`src/rtl/pc_sequencer.sv`:
```
// pc_sequencer: next-PC producer with fetch/execute FSM and return stack.
// Ports: clock, reset (async low), current_address, instr_valid, instr_op,
//   instr_target, zero_flag, mem_busy -> next_address, fetch_req, halted,
//   stack_err, plus retired_count when PC_SEQ_PERF_EN is defined.
module pc_sequencer #(
  parameter int unsigned STACK_DEPTH  = 4,
  parameter logic [7:0]  RESET_VECTOR = 8'h00
) (
  input  logic        clock,
  input  logic        reset,
  input  logic [7:0]  current_address,
  input  logic        instr_valid,
  input  logic [2:0]  instr_op,
  input  logic [7:0]  instr_target,
  input  logic        zero_flag,
  input  logic        mem_busy,
  output logic [7:0]  next_address,
  output logic        fetch_req,
  output logic        halted,
  output logic        stack_err
`ifdef PC_SEQ_PERF_EN
  ,
  output logic [15:0] retired_count
`endif
);

  typedef enum logic [1:0] {
    S_FETCH,
    S_WAIT,
    S_EXEC,
    S_HALT
  } state_t;

  localparam logic [2:0] OP_JMP  = 3'b001;
  localparam logic [2:0] OP_BZ   = 3'b010;
  localparam logic [2:0] OP_BNZ  = 3'b011;
  localparam logic [2:0] OP_CALL = 3'b100;
  localparam logic [2:0] OP_RET  = 3'b101;
  localparam logic [2:0] OP_HALT = 3'b110;

  localparam logic [3:0] DEPTH = 4'(STACK_DEPTH);

  state_t     state;
  state_t     state_d;
  logic [2:0] op_q;
  logic [7:0] tgt_q;
  logic [3:0] sp;
  logic [7:0] stk [8];
  logic [7:0] inc;
  logic [7:0] addr;
  logic [2:0] top;
  logic       full;
  logic       empty;
  logic       done;
  logic       push;
  logic       pop;
  logic       err_d;

  assign inc   = current_address + 8'd1;
  assign full  = (sp == DEPTH);
  assign empty = (sp == 4'd0);
  assign top   = 3'(sp - 4'd1);
  assign done  = (state == S_EXEC) && !mem_busy;

  // Target selection for the latched instruction.
  always_comb begin
    addr  = inc;
    push  = 1'b0;
    pop   = 1'b0;
    err_d = 1'b0;
    case (op_q)
      OP_JMP:  addr = tgt_q;
      OP_BZ:   if (zero_flag) addr = tgt_q;
      OP_BNZ:  if (!zero_flag) addr = tgt_q;
      OP_CALL: begin
        if (full) begin
          err_d = 1'b1;
        end else begin
          push = 1'b1;
          addr = tgt_q;
        end
      end
      OP_RET: begin
        if (empty) begin
          err_d = 1'b1;
        end else begin
          pop  = 1'b1;
          addr = stk[top];
        end
      end
      OP_HALT: addr = current_address;
      default: addr = inc;
    endcase
  end

  always_comb begin
    state_d      = state;
    next_address = current_address;
    fetch_req    = 1'b0;
    case (state)
      S_FETCH: begin
        fetch_req = 1'b1;
        state_d   = S_WAIT;
      end
      S_WAIT: begin
        if (instr_valid) state_d = S_EXEC;
      end
      S_EXEC: begin
        if (!mem_busy) begin
          next_address = addr;
          state_d = (op_q == OP_HALT) ? S_HALT : S_FETCH;
        end
      end
      S_HALT: state_d = S_HALT;
      default: state_d = S_FETCH;
    endcase
    // Reset overrides the outputs combinationally.
    if (!reset) begin
      next_address = RESET_VECTOR;
      fetch_req    = 1'b0;
    end
  end

  always_ff @(posedge clock or negedge reset) begin
    if (!reset) begin
      state     <= S_FETCH;
      op_q      <= 3'd0;
      tgt_q     <= 8'd0;
      sp        <= 4'd0;
      stack_err <= 1'b0;
      halted    <= 1'b0;
    end else begin
      state <= state_d;
      if (state == S_WAIT && instr_valid) begin
        op_q  <= instr_op;
        tgt_q <= instr_target;
      end
      if (done) begin
        if (push) sp <= sp + 4'd1;
        if (pop) sp <= sp - 4'd1;
        if (err_d) stack_err <= 1'b1;
        if (op_q == OP_HALT) halted <= 1'b1;
      end
    end
  end

  // Stack contents need no reset; the pointer defines validity.
  always_ff @(posedge clock) begin
    if (done && push) stk[sp[2:0]] <= inc;
  end

`ifdef PC_SEQ_PERF_EN
  always_ff @(posedge clock or negedge reset) begin
    if (!reset) begin
      retired_count <= 16'd0;
    end else if (done && retired_count != 16'hFFFF) begin
      retired_count <= retired_count + 16'd1;
    end
  end
`endif

endmodule

```
`config.mk`:
```
export PLATFORM = sky130hd
export DESIGN_NAME = pc_sequencer
export DESIGN_NICKNAME = d
export VERILOG_FILES = /design/src/rtl/pc_sequencer.sv
export SDC_FILE = /design/constraint.sdc
export NUM_CORES = 1
export LEC_CHECK = 0
export BUFFER_PORTS_ARGS = -buffer_cell sky130_fd_sc_hd__buf_2
export CELL_PAD_IN_SITES_DETAIL_PLACEMENT = 1
export CELL_PAD_IN_SITES_GLOBAL_PLACEMENT = 2
export CORE_ASPECT_RATIO = 0.5
export CORE_MARGIN = 8
export CORE_UTILIZATION = 37
export CTS_CLUSTER_DIAMETER = 200
export DETAILED_ROUTE_END_ITERATION = 16
export PLACE_DENSITY_LB_ADDON = 0.3
export SETUP_SLACK_MARGIN = 0.3
export SYNTH_ARGS = -nofsm -noshare
export SYNTH_HDL_FRONTEND = slang
export SYNTH_SLANG_ARGS = --single-unit
export TNS_END_PERCENT = 30
```
`constraint.sdc`:
```
create_clock -name clock -period 4.1 [get_ports clock]
set_input_delay 0.41 -clock clock [delete_from_list [all_inputs] [get_ports clock]]
set_output_delay 0.41 -clock clock [all_outputs]
set_load 0.1 [all_outputs]
```
==> metrics.cfg <==
[critical_path]
worstPathMaxFanout = 18
endpoint_kind = output port
arrival_ns = 3.13
reg2reg_depth = 6
reg2reg_from = sp[1]$_DFFE_PN0P_
criticalPathCategory = reg2out
startpoint = sp[1]$_DFFE_PN0P_
cp_top_family = adder cells
r2r_end = stk[5][4]$_DFFE_PP_
cp-start-kind = flip-flop
slowest_stage = ha_1
critPathBufInv = 2
ff2ff_setup_slack_ns = 1.33
cp_slowest_stage_delay_ns = 0.85
required_ns = 3.69
worstPathCellList = inv_1 -> ha_1 -> mux4_2 -> mux2_2 -> nand2_1 -> a41oi_1 -> buf_2

[timing]
min_period_ns = 3.54
post-route-period-util_pct = 86.4
hold_slack_ns = 0.0846
fin_skew_ns = 0.00458
max_freq_mhz = 282
finalSetupTns_ns = 0
slew_viol_final = 0
hold_viol = 0
rsz0062_at_grt = false
tightest_slew_ns = 0.953
slew_headroom_pct = 36.2
setup_slack_ns = 0.558
finalSetupViolations = 0

[finish]
fin_area_mm2 = 0.00451
num-fill-cells = 1072
final_cell_mix = edfxtp_1 (64), buf_2 (34), mux2_2 (19), dfrtp_1 (19)
drive_gt1_share_pct = 30.5
multi_input_area_mm2 = 0.00145
diodes = 0
stdcell_count = 448
fin_nets = 332
seq_area_mm2 = 0.00240
layout_commonest_cell = edfxtp_1
area_growth_pct = 14.2
post-route-util_pct = 43.8

[status]
outcome = finished, final reports clean

[clock_network]
numCtsBuffers = 9
hold_buffers = 0
post_cts.repair.setup_buffers = 0
root_buffer = clkbuf_16
htree_levels = 3
tritoncts = built
ctsResizeCount = 0
numClockSinks = 83
cts.path.max_buffers = 2
insertion_delay_ns = 0.33
cts.reportedPaths.clkPinSlew_ns = 0.06

[pwr]
max-vdd-ir-drop_uv = 390
power.density_mw_per_mm2 = 669
p_leak_nw = 1.58
power_mw = 3.01

[drt]
firstDrtPassIters = 4
wl_per_cell_um = 21.7
drtIter0Drc = 207
wl_um = 9710
postRouteAntennaNets = 0
vias = 2513
avgViaCountPerCell = 5.61
drc_errors = 0

[floorplan]
ios = 35
dieWidth_um = 162
start_util_pct = 38.4
fp.dieArea_mm2 = 0.0144
die_y_um = 89.0
std_cell_rows = 26
core_area_mm2 = 0.0103

[place]
detailed_place_hpwl_um = 6740
dp.cells = 433
port-buffer-count = 34
place_area_mm2 = 0.00425
gp_congestion = 0.808
dp_worst_setup_slack_ns = 0.848

[logic_synthesis]
synth_top_area_share_pct = 48.7
yosysUniqueCellTypes = 53
syn_inst = 269
synthArstFlopShare_pct = 22.9
synth-seq-cells = 83
synth_nets = 297
ys_dominant_reg_cell = edfxtp_1
synth_edf_count = 64
synth.avg_cell_area_um2 = 14.7
seq_area_frac_synth_pct = 60.7
synth_top_cell_by_area = edfxtp_1
synth_area_leaders = edfxtp_1 (49%), dfrtp_1 (12%), mux4_2 (9.1%), mux2_2 (5.4%), nand2_1 (1.5%)
yosys_warnings = 0
synth_area_mm2 = 0.00395

[grt]
grt_pass1_vias = 2658
antenna_found_initial = 0
grt_max_degree = 29
grt_first_pass_wirelength_um = 15300
grt.overflow.total = 0
grt_usage_pct = 14.0

[worst_hold_path]
hold_path.class = in2async

[job]
drv_cap = 0

==> metal layers <==
| metal | vias to the layer above | GRT usage [%] | share of wire (%) | wire length [µm] |
|---|---|---|---|---|
| met5 | - | 0 | 0 | 0 |
| li1 | 1131 | - | - | - |
| met1 | 1313 | 18.6 | 48 | 4620 |
| met3 | 6 | 3.54 | 4.6 | 445 |
| met2 | 63 | 22.9 | 47 | 4580 |
| met4 | 0 | 3.67 | 0.67 | 65 |
==> cell families (layout without fill, tap and decap cells) <==
family | Yosys count | after routing | share of synthesized area (%)
xor+xnor | 7 | 7 | 1.74
compound gates | 54 | 54 | 9.64
fa+ha+maj | 4 | 4 | 1.27
simple gates | 65 | 65 | 9.26
buf+inv | 20 | 59 | 2.50
flops | 83 | 83 | 60.7
mux | 36 | 36 | 14.8
==> worst register-to-register path: stages, from the launching register on <==
cell     delay (ns)
dfrtp_1        0.53
inv_1          0.14
ha_1           0.24
and3b_1        0.27
nor2_2         0.23
nand3_1        0.19
nor2_1         0.78
==> how the worst max path moves through the flow <==
stage,slack [ns],endpoint,cells past startpoint
after floorplan,0.42,next_address[0],9
after global placement,0.97,next_address[3],7
after detailed placement,0.85,next_address[3],7
after CTS,0.50,next_address[3],7
after global routing,0.32,next_address[3],7
final,0.56,next_address[3],7
==> report_power, final <==
group | switching, mW | leakage, nW | internal, mW | total (mW)
Clock | 0.308 | 0.120 | 0.407 | 0.715
Sequential | 0.114 | 0.806 | 1.00 | 1.12
Combinational | 0.708 | 0.654 | 0.474 | 1.18
Total | 1.13 | 1.58 | 1.88 | 3.01
==> state kept, by name, summed over array words and instances (netlist names) <==
signal,flops
state,2
halted,1
stack_err,1
tgt_q,8
stk,64
sp,4
op_q,3
==> synthesized netlist by cell type (2+ instances only) <==
library cell / number
nand3_1: 8
o21ai_1: 3
o22ai_1: 3
a21oi_1: 7
a31oi_1: 5
nand2_1: 16
nand4_1: 2
o21ai_0: 11
mux2_2: 19
edfxtp_1: 64
mux4_2: 16
buf_2: 7
clkbuf_1: 3
inv_1: 6
dfrtp_1: 19
or2_2: 3
o21a_1: 4
nand2b_1: 6
buf_4: 2
nor2_1: 9
xnor2_1: 6
ha_1: 4
nor3_1: 6
a221oi_1: 4
o211ai_1: 2
o31a_1: 2
and3b_1: 4
a41oi_1: 3
==> area by class of cell <==
cell class | instances | area share, %
inverters | 6 | 0.500
clock buffers | 11 | 5.17
multi-input cells | 166 | 32.2
repair buffers | 38 | 4.44
clock inverters | 4 | 0.611
flip-flops and latches | 83 | 53.2
well taps | 140 | 3.89
(Power assumes the default switching activity.)
